### config.mk
export PLATFORM = sky130hd
export DESIGN_NAME = fpu_ss_wb_arbiter
export DESIGN_NICKNAME = d
export VERILOG_FILES = /design/src/rtl/fpu_ss_pkg.sv /design/src/rtl/fpu_ss_wb_fifo.sv /design/src/rtl/fpu_ss_wb_arbiter.sv
export SDC_FILE = /design/constraint.sdc
export NUM_CORES = 1
export LEC_CHECK = 0
export ABC_CLOCK_PERIOD_IN_PS = 9950
export BUFFER_PORTS_ARGS = -buffer_cell sky130_fd_sc_hd__buf_2
export CAP_MARGIN = 20
export CORE_UTILIZATION = 58
export CTS_BUF_LIST = sky130_fd_sc_hd__clkbuf_8
export CTS_CLUSTER_DIAMETER = 60
export CTS_CLUSTER_SIZE = 30
export DETAILED_ROUTE_END_ITERATION = 12
export PLACE_DENSITY = 0.88
export SYNTH_ARGS = -nofsm -noshare
export SYNTH_HDL_FRONTEND = slang
export SYNTH_HIERARCHICAL = 1
export SYNTH_SLANG_ARGS = --single-unit
### constraint.sdc
create_clock -name clk_i -period 9.95 [get_ports clk_i]
set_clock_uncertainty 0.1 [all_clocks]
set_input_delay 0.4975 -clock clk_i [delete_from_list [all_inputs] [get_ports clk_i]]
set_output_delay 0.4975 -clock clk_i [all_outputs]
set_load 0.02 [all_outputs]
### src/rtl/fpu_ss_pkg.sv
// rtl/fpu_ss_pkg.sv - shared write-back types for the FPU subsystem
package fpu_ss_pkg;

  localparam int unsigned FpFlen = 32;

  typedef enum logic {
    WbFpu = 1'b0,
    WbMem = 1'b1
  } wb_src_e;

  typedef struct packed {
    logic [4:0]        rd;
    logic [FpFlen-1:0] data;
  } wb_entry_t;

endpackage

### src/rtl/fpu_ss_wb_fifo.sv
// rtl/fpu_ss_wb_fifo.sv - small synchronous FIFO holding load responses that lost arbitration
module fpu_ss_wb_fifo #(
  parameter int unsigned DEPTH = 2,
  parameter int unsigned WIDTH = 37
) (
  input  logic                   clk_i,
  input  logic                   rst_ni,
  input  logic                   push,
  input  logic [WIDTH-1:0]       wdata,
  input  logic                   pop,
  output logic [WIDTH-1:0]       rdata,
  output logic                   full,
  output logic                   empty,
  output logic [$clog2(DEPTH):0] count
);

  localparam int unsigned CNT_W = $clog2(DEPTH) + 1;
  localparam int unsigned PTR_W = (DEPTH > 1) ? $clog2(DEPTH) : 1;
  localparam logic [CNT_W-1:0] CNT_FULL = CNT_W'(DEPTH);
  localparam logic [PTR_W-1:0] PTR_LAST = PTR_W'(DEPTH - 1);

  logic [WIDTH-1:0] mem_q [DEPTH];
  logic [PTR_W-1:0] wptr_q, rptr_q;
  logic [CNT_W-1:0] cnt_q;
  logic             do_push, do_pop;

  function automatic logic [PTR_W-1:0] ptr_inc(input logic [PTR_W-1:0] p);
    return (p == PTR_LAST) ? '0 : p + 1'b1;
  endfunction

  assign empty   = (cnt_q == '0);
  assign full    = (cnt_q == CNT_FULL);
  assign count   = cnt_q;
  assign rdata   = mem_q[rptr_q];
  assign do_pop  = pop & ~empty;
  // A pop in the same cycle frees the slot, so a full FIFO can still accept.
  assign do_push = push & (~full | do_pop);

  always_ff @(posedge clk_i or negedge rst_ni) begin
    if (!rst_ni) begin
      wptr_q <= '0;
      rptr_q <= '0;
      cnt_q  <= '0;
    end else begin
      if (do_push) wptr_q <= ptr_inc(wptr_q);
      if (do_pop)  rptr_q <= ptr_inc(rptr_q);
      case ({do_push, do_pop})
        2'b10:   cnt_q <= cnt_q + 1'b1;
        2'b01:   cnt_q <= cnt_q - 1'b1;
        default: cnt_q <= cnt_q;
      endcase
    end
  end

  always_ff @(posedge clk_i) begin
    if (do_push) mem_q[wptr_q] <= wdata;
  end

endmodule

### src/rtl/fpu_ss_wb_arbiter.sv
// rtl/fpu_ss_wb_arbiter.sv - shares the FPR write port between FPnew results and load responses
module fpu_ss_wb_arbiter
  import fpu_ss_pkg::*;
#(
  parameter int unsigned MEM_BUF_DEPTH = 2,
  parameter int unsigned MAX_STALL     = 3,
  parameter int unsigned FLEN          = 32
) (
  input  logic                           clk_i,
  input  logic                           rst_ni,
  input  logic                           fpu_valid_i,
  output logic                           fpu_ready_o,
  input  logic [4:0]                     fpu_rd_i,
  input  logic [FLEN-1:0]                fpu_data_i,
  input  logic                           mem_valid_i,
  input  logic [4:0]                     mem_rd_i,
  input  logic [FLEN-1:0]                mem_data_i,
  output logic                           fpr_we_o,
  output logic [4:0]                     fpr_waddr_o,
  output logic [FLEN-1:0]                fpr_wdata_o,
  output logic                           fpr_wsrc_o,
  output logic                           sb_clr_o,
  output logic                           mem_buf_full_o,
  output logic [$clog2(MEM_BUF_DEPTH):0] mem_buf_cnt_o,
  output logic                           overflow_o
);

  localparam int unsigned STALL_W = (MAX_STALL > 0) ? $clog2(MAX_STALL + 1) : 1;
  localparam logic [STALL_W-1:0] STALL_LIMIT = STALL_W'(MAX_STALL);

  logic [FLEN+4:0]    buf_rdata;
  logic               buf_empty, buf_full;
  logic               mem_cand, fpu_gnt, mem_gnt;
  logic               push, pop;
  logic [4:0]         mem_rd;
  logic [FLEN-1:0]    mem_data;
  logic [STALL_W-1:0] stall_q;
  logic               overflow_q;
  wb_src_e            wsrc;

  fpu_ss_wb_fifo #(
    .DEPTH (MEM_BUF_DEPTH),
    .WIDTH (FLEN + 5)
  ) u_fifo (
    .clk_i (clk_i),
    .rst_ni(rst_ni),
    .push  (push),
    .wdata ({mem_rd_i, mem_data_i}),
    .pop   (pop),
    .rdata (buf_rdata),
    .full  (buf_full),
    .empty (buf_empty),
    .count (mem_buf_cnt_o)
  );

  // Buffered responses are older than the incoming one, so the FIFO head has priority.
  assign mem_rd   = buf_empty ? mem_rd_i   : buf_rdata[FLEN+4:FLEN];
  assign mem_data = buf_empty ? mem_data_i : buf_rdata[FLEN-1:0];

  always_comb begin
    mem_cand    = rst_ni & (~buf_empty | mem_valid_i);
    fpu_gnt     = rst_ni & fpu_valid_i & (~mem_cand | (stall_q == STALL_LIMIT));
    mem_gnt     = mem_cand & ~fpu_gnt;
    wsrc        = WbFpu;
    fpr_waddr_o = '0;
    fpr_wdata_o = '0;
    if (fpu_gnt) begin
      fpr_waddr_o = fpu_rd_i;
      fpr_wdata_o = fpu_data_i;
    end else if (mem_gnt) begin
      wsrc        = WbMem;
      fpr_waddr_o = mem_rd;
      fpr_wdata_o = mem_data;
    end
  end

  assign fpr_we_o       = fpu_gnt | mem_gnt;
  assign sb_clr_o       = fpr_we_o;
  assign fpr_wsrc_o     = wsrc;
  assign fpu_ready_o    = fpu_gnt;
  assign mem_buf_full_o = buf_full;
  assign overflow_o     = overflow_q;
  assign push           = mem_valid_i & ~(buf_empty & mem_gnt);
  assign pop            = ~buf_empty & mem_gnt;

  always_ff @(posedge clk_i or negedge rst_ni) begin
    if (!rst_ni) begin
      stall_q    <= '0;
      overflow_q <= 1'b0;
    end else begin
      if (fpu_valid_i && !fpu_gnt)
        stall_q <= (stall_q == STALL_LIMIT) ? stall_q : stall_q + 1'b1;
      else
        stall_q <= '0;
      if (push && buf_full && !pop) overflow_q <= 1'b1;
    end
  end

endmodule

==> out/summary.txt, run 1 <==
clk slew on worst S/H paths: 0.08 ns
Top Ports: 123
critical path peak fanout: 38
setup tns final: 0 ns
maximum clock insertion buffer count: 2
Worst setup EP type: register
crit-path leading delay family: simple AND/OR/NAND/NOR gates
endpoints failing setup: 0
Critical Path Start Type: input port
Cell Rows: 30
DP Wirelength: 5380 microns
Yosys reg bits: 81
share of cells above drive strength 1: 58.7%
TritonCTS Buffers: 9
RSZ-0062 raised after global routing: no
Post-CTS Setup Bufs: 0
Cell Count, Final, Fillers Out: 464
Rel. slew slack: 28.8%
Die X: 86.9 microns
Post-Synthesis Cells: 243
Unique masters post-synth: 27
dpl cells: 446
Arrival @ worst endpoint: 3.44 ns
syn avg cell area: 17.2 sq um
commonest cells after routing, fill and taps aside: 122 x buf_2, 74 x edfxtp_1, 50 x mux2_4
Initial Utilization: 60.8%
gr ovfl total: 0
ANT cells: 0
clock sinks: 81
GRT Total Usage: 21.7%
Tcrit/Tclk final: 36.0%
Critical Path Slowest Stage Cell: nor2b_4
Setup WS post-layout: 6.37 ns
Slew Viols, Final: 0
Yosys warning count: 6
initial antenna violation count: 0
Peak supply drop: 0.219 mV
Final ANT Viol Nets: 0
Place WS: 6.54 ns
core box area: 6870 sq um
Total Wirelength: 8010 microns
hold_buf cts: 1
syn nets: 323
Root Driver: clkbuf_8
post-layout min period: 3.58 ns
Leakage Power: 2.22 nW
Worst-Skew Late Latency: 0.34 ns
Pwr per Cell Area: 270 nW/um^2
Placer Congestion: 0.746
WP buf/inv: 2
slowest stage delay, CP: 0.83 ns
drt pass-1 iters: 4
Setup CP Type: input port to register
largest net degree at the start of global routing: 39
first-pass GRT wire length: 12000 microns
commonest non-fill, non-tap cell in the layout: buf_2
Max-cap violations: 0
vias per cell: 5.48
Hold Path Class: input port to register
CTS HTree Levels: 3
port bufs: 122
slew at the pin with the worst max-slew slack: 1.07 ns
DIE AREA: 7550 sq um
height of the die: 86.9 microns
Max Fclk: 279 MHz
CP cell instances: dlygate4sd3_1 -> buf_2 -> nor2b_4 -> and2_1 -> o21ai_4 -> nor2_4
nets: 443
area delta synth->final: 19.5%
routed length per instance: 17.3 microns
number of global-route vias before repair: 2463
CTS tree: built
sequential share of the synthesized area: 57.4%
DRT iter0 DRCs: 165
Final Hold Viols: 0
status: finished, final reports clean
Crit path required time: 9.81 ns
routed via count: 2545
CTS resizes: 0
Cell Area, Synth: 4180 sq um
DRC viols: 0
worst register-to-register path, cell delays in order (launching register included):
cell     delay, ns
dfrtp_1       0.45
nor2_1        0.16
nor2b_4       0.76
and2_1        0.33
o21ai_4       0.12
nor2_4        0.83
power by group:
part,switching (mW),internal (mW),leakage (nW)
clock,0.110,0.113,0.0955
combinational,0.279,0.312,1.36
sequential,0.0655,0.469,0.767
cell families (layout without fill, tap and decap cells):
family | count (synthesis) | after routing | synth area share, %
adder cells (fa/ha/maj) | 2 | 2 | 0.599
buffers and inverters | 21 | 146 | 4.46
multiplexers | 75 | 75 | 24.7
XOR/XNOR | 6 | 6 | 1.26
AO/OA/AOI/OAI | 42 | 42 | 9.19
AND/OR/NAND/NOR | 16 | 16 | 2.42
flip-flops | 81 | 81 | 57.4
metrics by stage:
step | total power [mW] | cell area (sq um) | hold WS [ns] | util (%)
after global routing | 1.41 | 4990 | 0.238 | 72.7
after global placement | 1.11 | 4770 | 0.283 | 69.4
after CTS | 1.35 | 4970 | 0.245 | 72.3
after floorplan | 1.00 | 4180 | 0.102 | -
after detailed placement | 1.13 | 4770 | 0.293 | 69.4
final | 1.35 | 4990 | 0.259 | 72.7
final cells by class:
type | instances | area [sq um]
clock buffer | 9 | 124
inverter | 4 | 15.0
timing repair buffer | 126 | 663
fill | 444 | 1880
multi-input combinational | 141 | 1610
tap | 96 | 120
clock inverter | 7 | 62.6
sequential | 81 | 2400
Yosys cell counts:
cell type   n  share of area, %
nand2b_4    1              0.33
and2b_1     1              0.18
edfxtp_1   74                53
buf_6      13               3.5
and2_1      1              0.15
a31o_1      1              0.21
mux2_1      6               1.6
inv_2       1             0.090
xnor2_1     4              0.84
ha_1        2              0.60
buf_4       2              0.36
o21a_1      1              0.18
a22o_1     37               7.8
xor2_1      2              0.42
nor2_1      4              0.36
nor2b_4     1              0.33
nand2_1     3              0.27
and3_1      4              0.60
nor2b_2     1              0.21
o211ai_4    1              0.51
mux2_4     50                18
o21ai_4     1              0.39
buf_2       2              0.24
inv_1       3              0.27
mux2_2     19               5.1
dfrtp_1     7               4.2
a31oi_1     1              0.15
state kept, by name (all words and copies together), names as in the netlist:
| register | count |
|---|---|
| stall_q | 2 |
| u_fifo/wptr_q | 1 |
| u_fifo/mem_q | 74 |
| u_fifo/rptr_q | 1 |
| overflow_o | 1 |
| u_fifo/count | 2 |
layer usage:
| metal | up-vias | track usage (%) | part of all wire (%) |
|---|---|---|---|
| li1 | 1195 | - | - |
| met5 | - | 0 | 0 |
| met3 | 15 | 3.41 | 6.3 |
| met2 | 109 | 37.1 | 52 |
| met4 | 0 | 11.7 | 2.8 |
| met1 | 1226 | 26.7 | 39 |
path summary, 6_finish.rpt:
path / from / to / slack (ns) / depth (start not counted)
setup reg to reg: u_fifo/count[1]$_DFFE_PN0P_ / u_fifo/mem_q[0][28]$_DFFE_PP_ / 6.81 / 5
min in group asynchronous: rst_ni / stall_q[1]$_DFFE_PN0P_ / 0.48 / 2
hold / removal: mem_data_i[27] / u_fifo/mem_q[0][27]$_DFFE_PP_ / 0.26 / 1
setup / recovery: rst_ni / u_fifo/mem_q[0][28]$_DFFE_PP_ / 6.37 / 6
max in group asynchronous: rst_ni / u_fifo/rptr_q$_DFFE_PN0P_ / 9.02 / 2
hold reg to reg: overflow_o$_DFFE_PN0P_ / overflow_o$_DFFE_PN0P_ / 0.37 / 1
Power figures use the tool's default switching activity.
==> run 2, diff against run 1 <==
Settings changed: ABC_AREA set to 1, ABC_CLOCK_PERIOD_IN_PS 9950 to 3100, CORE_UTILIZATION 58 to 49, PLACE_DENSITY 0.88 to 0.79.
Clock period 9.95 ns to 3.1 ns, I/O delays scaled along.
==> run 2 against run 1 <==
Setup slack got worse by 6.0 ns. Hold slack got worse by 0.23 ns. Highest routed layer unchanged. Routed wire length increased by 22%. Clock power increased to 3.6 times the previous value. Synthesized cell count increased by 110%. Combinational power increased to 3.6 times the previous value. Sequential cell count unchanged.
==> out/summary.txt, run 2 <==
combinational fraction of design power: 47.2%
GRT Total Usage: 22.9%
Hold Path Class: input port to register
height of the die: 94.6 microns
multiplexer share of the synthesized area: 0%
post-synthesis simple-gate area fraction: 27.5%
Tcrit/Tclk final: 87.8%
routed length per instance: 12.9 microns
Post-Synthesis Cells: 500
maximum clock insertion buffer count: 2
critical path peak fanout: 21
Yosys reg bits: 81
post-synth top area cell: edfxtp_1
DRC viols: 0
ANT cells: 0
number of global-route vias before repair: 3471
Top FF cell, synth: edfxtp_1
internal power: 2.64 mW
DRT iter0 DRCs: 188
port bufs: 122
syn avg cell area: 8.40 sq um
core box area: 8260 sq um
Setup CP Type: register to register
Max-cap violations: 0
Crit path top cell by count: nand2_1
CTS resizes: 0
clock sinks: 81
syn nets: 580
Worst Hold Path Cells: 5
clk slew on worst S/H paths: 0.08 ns
Max Fclk: 367 MHz
hold endpoint: overflow_o$_DFFE_PN0P_
Rel. slew slack: 50.8%
commonest cells after routing, fill and taps aside: 245 x nand2_1, 122 x buf_2, 74 x edfxtp_1
Place WS: 0.237 ns
min-delay src: mem_valid_i
count leader, synth: nand2_1
Clk network pwr share: 17.9%
Placer Congestion: 0.754
Critical Path Start Type: register
Unique masters post-synth: 17
initial antenna violation count: 0
Peak supply drop: 0.480 mV
first-pass GRT wire length: 15500 microns
Crit path required time: 3.06 ns
vias per cell: 4.96
endpoints failing setup: 0
Setup WS post-layout: 0.378 ns
largest family of logic cells by synthesized area: simple AND/OR/NAND/NOR gates
CP cell instances: nor2_4 -> nand2_1 -> nand2_1 -> inv_2 -> nand2_1 -> nor2_1 -> inv_1 -> nand3_1 -> nand3_1 -> inv_1 -> buf_12
DIE AREA: 8940 sq um
DP Wirelength: 6220 microns
share of cells above drive strength 1: 22.6%
Slew Viols, Final: 0
gr ovfl total: 0
Pwr per Cell Area: 839 nW/um^2
power share of the sequential group: 35.0%
FF-to-FF setup slack: 0.38 ns
status: finished, final reports clean
CTS HTree Levels: 3
area delta synth->final: 29.3%
Cell Area, Synth: 4200 sq um
CTS tree: built
dominant cells by area after synthesis: edfxtp_1 53%, nand2_1 22%, nand3_1 4.9%
Synth Area in Adders: 0.596%
Worst setup EP type: register
Critical R2R Capture: u_fifo/mem_q[0][27]$_DFFE_PP_
Worst-Skew Late Latency: 0.35 ns
Arrival @ worst endpoint: 2.68 ns
RSZ-0062 raised after global routing: no
setup tns final: 0 ns
Total Wirelength: 9790 microns
commonest non-fill, non-tap cell in the layout: nand2_1
number of synthesized flops with an enable pin: 74
commonest cells in the netlist: 245 x nand2_1, 74 x edfxtp_1, 51 x inv_1, 41 x nand3_1, 38 x o21ai_0
TritonCTS Buffers: 9
slew at the pin with the worst max-slew slack: 0.737 ns
Top Ports: 123
NetSw: 1.91 mW
Critical Path Slowest Stage Cell: inv_1
asr flop ratio synth: 8.64%
Leakage Power: 2.72 nW
Root Driver: clkbuf_8
Compound-Gate Fraction of Synth Area: 4.65%
slowest stage delay, CP: 0.55 ns
drt pass-1 iters: 5
XOR/XNOR Fraction of Synth Area: 0.417%
Die X: 94.6 microns
Yosys warning count: 6
Largest register FFs: 74
sequential share of the synthesized area: 57.1%
Initial Utilization: 50.8%
share of the synthesized area in the top cell type: 52.9%
Switching Fraction: 42.0%
worst r2r src: u_fifo/count[0]$_DFFE_PN0P_
routed via count: 3766
largest net degree at the start of global routing: 79
post-layout min period: 2.72 ns
nets: 729
Final Hold Viols: 0
Cell Rows: 33
Largest Register: u_fifo/mem_q
Worst R2R Path Depth: 11
Final ANT Viol Nets: 0
run 2: cell types whose count changed in the layout (fill, tap and decap cells not counted), moves of 3 or more:
cell / previous run / this run
nand3_1: 0 / 41
nand2_1: 3 / 245
a22o_1: 37 / 0
inv_1: 4 / 52
mux2_4: 50 / 0
and3_1: 4 / 0
o21ai_0: 0 / 38
mux2_2: 19 / 0
mux2_1: 6 / 0
xnor2_1: 4 / 1
dlygate4sd3_1: 1 / 39
run 2: what timing repair did:
item / 4_1_cts / 5_1_grt
endpoints found under the setup margin: 0 / 0
setup buffers: 0 / 0
hold buffers: 39 / 0
endpoints found under the hold margin: 83 / 0
run 2: worst max path at each step:
stage / from / to / cells after the start
2_1_floorplan: u_fifo/count[0]$_DFFE_PN0P_ / u_fifo/mem_q[1][0]$_DFFE_PP_ / 11
3_3_place_gp: u_fifo/count[0]$_DFFE_PN0P_ / u_fifo/mem_q[1][0]$_DFFE_PP_ / 10
3_5_place_dp: u_fifo/count[0]$_DFFE_PN0P_ / u_fifo/mem_q[1][0]$_DFFE_PP_ / 10
4_1_cts: u_fifo/count[0]$_DFFE_PN0P_ / u_fifo/mem_q[1][35]$_DFFE_PP_ / 10
5_1_grt: u_fifo/count[0]$_DFFE_PN0P_ / u_fifo/mem_q[0][25]$_DFFE_PP_ / 11
6_report: u_fifo/count[0]$_DFFE_PN0P_ / u_fifo/mem_q[0][27]$_DFFE_PP_ / 11
run 2: power by group through the flow:
stage          Combinational (mW)  Clock, mW  Sequential, mW
2_1_floorplan                1.56          0            1.61
5_1_grt                      2.40      0.868            1.61
3_3_place_gp                 2.00          0            1.60
6_report                     2.15      0.813            1.59
4_1_cts                      2.12      0.825            1.60
3_5_place_dp                 2.07          0            1.62
run 2: logic make-up after synthesis:
kind of cell    Yosys count
buf+inv                  83
xor+xnor                  2
fa+ha+maj                 2
flops                    81
compound gates           39
simple gates            293
run 2: stage by stage:
step / instances / utilization [%] / hold WS (ns) / instance area, sq um / total power, mW
after global placement: 703 / 58.1 / -0.0964 / 4800 / 3.60
final: 759 / 65.7 / 0.0326 / 5430 / 4.55
after detailed placement: 703 / 58.1 / -0.0903 / 4800 / 3.68
after CTS: 758 / 65.4 / 0.0192 / 5400 / 4.54
after floorplan: 500 / - / -0.241 / 4200 / 3.17
after global routing: 759 / 65.7 / 0.0411 / 5430 / 4.89
run 2: per-layer routing:
layer	vias to the layer above	GRT usage, %	routed length (microns)
met5	-	0	0
met4	0	9.34	244
met3	20	5.23	691
met2	153	39.2	4760
met1	1708	27.9	4090
li1	1885	-	-
run 2: final cells by class:
| cell class | instances | area, sq um |
|---|---|---|
| Fill cell | 686 | 2830 |
| Sequential cell | 81 | 2400 |
| Multi-Input combinational cell | 336 | 1410 |
| Timing Repair Buffer | 167 | 1080 |
| Inverter | 54 | 203 |
| Tap cell | 105 | 131 |
| Clock buffer | 9 | 124 |
| Clock inverter | 7 | 86.3 |
run 2: worst max-delay path, delay by kind of cell (launching register included):
kind / cells / cell delay [ns]
buf+inv: 4 / 1.14
simple gates: 7 / 0.67
flops: 1 / 0.49
==> run 3, diff against run 2 <==
Settings changed: CORE_UTILIZATION 49 to 48, SYNTH_HIERARCHICAL 1 to unset.
==> run 3 against run 2 <==
Fmax up 11%. Synthesized area is 6.9% lower. Count of clock-buffer cells in the layout is 1 higher. Sequential cell count unchanged. Utilization down 0.42 points.
==> out/summary.txt, run 3 <==
status: finished, final reports clean
number of global-route vias before repair: 2979
drt pass-1 iters: 6
TritonCTS Buffers: 9
Max Fclk: 407 MHz
dominant cells by area after synthesis: edfxtp_1 57%, nand2_1 15%, mux2i_1 9.5%
syn avg cell area: 10.7 sq um
DRT iter0 DRCs: 97
DP Wirelength: 5220 microns
routed via count: 3081
slew at the pin with the worst max-slew slack: 0.679 ns
RSZ-0062 raised after global routing: no
vias per cell: 4.91
ANT cells: 0
crit path to: fpr_wdata_o[31]
Crit path required time: 2.84 ns
Place WS: 0.801 ns
Arrival @ worst endpoint: 2.20 ns
Yosys warning count: 0
routed length per instance: 13.5 microns
commonest non-fill, non-tap cell in the layout: nand2_1
Initial Utilization: 50.0%
Largest Register: u_fifo.mem_q
Critical R2R Capture: u_fifo.count[1]$_DFFE_PN0P_
worst r2r src: u_fifo.count[0]$_DFFE_PN0P_
post-layout min period: 2.46 ns
share of cells above drive strength 1: 28.6%
GRT Total Usage: 20.7%
routed length on met2: 4250 microns
Hold Path Class: input port to register
Worst-Skew Late Latency: 0.34 ns
commonest cells after routing, fill and taps aside: 156 x nand2_1, 122 x buf_2, 74 x edfxtp_1
fill count: 637
Yosys reg bits: 81
sequential share of the synthesized area: 61.4%
critical path peak fanout: 38
Placer Congestion: 0.821
Tcrit/Tclk final: 79.2%
CTS resizes: 0
Max-cap violations: 0
clock sinks: 81
Largest register FFs: 74
Worst setup EP type: output port
DIE AREA: 8500 sq um
CTS HTree Levels: 3
area occupied by multi-input gates: 1320 sq um
top routing layer in use: met4
Rel. slew slack: 54.7%
syn nets: 444
Unique masters post-synth: 25
CP Depth: 7
gr ovfl total: 0
setup tns final: 0 ns
WHS: 0.0628 ns
Top FF cell, synth: edfxtp_1
FF-to-FF setup slack: 0.78 ns
Worst R2R Path Depth: 7
Leakage Power: 2.34 nW
Critical Path Start Type: register
number of synthesized flops with an enable pin: 74
area delta synth->final: 30.5%
CP cell instances: ha_1 -> inv_1 -> o211ai_2 -> inv_2 -> nand2_1 -> nand2_1 -> buf_2
Total Wirelength: 8470 microns
nets: 600
CTS tree: built
height of the die: 92.2 microns
Pwr per Cell Area: 804 nW/um^2
core box area: 7810 sq um
post-synth top area cell: edfxtp_1
Worst Setup SP: stall_q[0]$_DFFE_PN0P_
slowest stage delay, CP: 0.53 ns
Setup WS post-layout: 0.643 ns
DRC viols: 0
largest net degree at the start of global routing: 76
Final Hold Viols: 0
Slew Viols, Final: 0
maximum clock insertion buffer count: 2
Post-CTS Setup Bufs: 0
metal3 WL: 383 microns
commonest cells in the netlist: 156 x nand2_1, 74 x edfxtp_1, 38 x o21ai_0, 37 x mux2i_1, 9 x buf_6
endpoints failing setup: 0
count leader, synth: nand2_1
Cell Area, Synth: 3910 sq um
Root Driver: clkbuf_8
met1 wire length: 3750 microns
share of the synthesized area in the top cell type: 56.9%
Peak supply drop: 0.752 mV
hold_buf cts: 39
Post-Synthesis Cells: 364
crit-path leading delay family: buffers and inverters
Final ANT Viol Nets: 0
Setup CP Type: register to output port
Cell Rows: 32
asr flop ratio synth: 8.64%
initial antenna violation count: 0
WP buf/inv: 3
first-pass GRT wire length: 13600 microns
register area: 2400 sq um
Die X: 92.2 microns
Top Ports: 123
clk slew on worst S/H paths: 0.08 ns
Crit path top cell by count: nand2_1
port bufs: 122
Critical Path Slowest Stage Cell: inv_2
-- run 3: per-stage QoR --
step           utilization, %  area, sq um  power [mW]  instances
6_report                 65.3         5100        4.10        627
5_1_grt                  65.3         5100        4.38        627
4_1_cts                  65.3         5100        4.13        627
3_5_place_dp             58.2         4540        3.44        572
3_3_place_gp             58.2         4540        3.39        572
2_1_floorplan               -         3910        2.96        364
-- run 3: worst reg2reg max path: cells and delay by family, from the launching register on --
| kind | cells | cell delay (ns) |
|---|---|---|
| buf+inv | 1 | 0.53 |
| compound gates | 2 | 0.21 |
| simple gates | 2 | 0.39 |
| xor+xnor | 1 | 0.15 |
| fa+ha+maj | 1 | 0.36 |
| flops | 1 | 0.46 |
-- run 3: routing by layer --
metal	up-vias	global-route usage, %
met4	0	8.85
li1	1546	-
met1	1430	25.5
met3	9	2.74
met5	-	0
met2	96	36.3
-- run 3: worst min path at each step --
stage / from / to / cells after the start
after floorplan: rst_ni / overflow_o$_DFFE_PN0P_ / 0
after global placement: rst_ni / overflow_o$_DFFE_PN0P_ / 1
after detailed placement: rst_ni / overflow_o$_DFFE_PN0P_ / 1
after CTS: mem_valid_i / u_fifo.wptr_q$_DFFE_PN0P_ / 3
after global routing: mem_valid_i / u_fifo.wptr_q$_DFFE_PN0P_ / 3
final: mem_valid_i / u_fifo.wptr_q$_DFFE_PN0P_ / 3
-- run 3: final cells by class --
class	count	area share (%)
multi-input combinational	253	25.9
sequential	81	47.1
timing repair buffer	166	20.6
inverter	9	0.663
tap	102	2.50
clock buffer	10	2.70
clock inverter	6	0.540
-- run 3: cell families after synthesis --
logic type	Yosys count	synth area share (%)
simple gates	167	16.7
flops	81	61.4
buf+inv	30	5.00
mux	37	9.48
compound gates	43	5.93
xor+xnor	4	0.897
fa+ha+maj	2	0.641
-- run 3: where the power goes --
group | leakage [nW] | switching [mW] | internal, mW
clock network | 0.0935 | 0.349 | 0.300
registers | 0.768 | 0.142 | 1.50
logic | 1.48 | 1.15 | 0.665
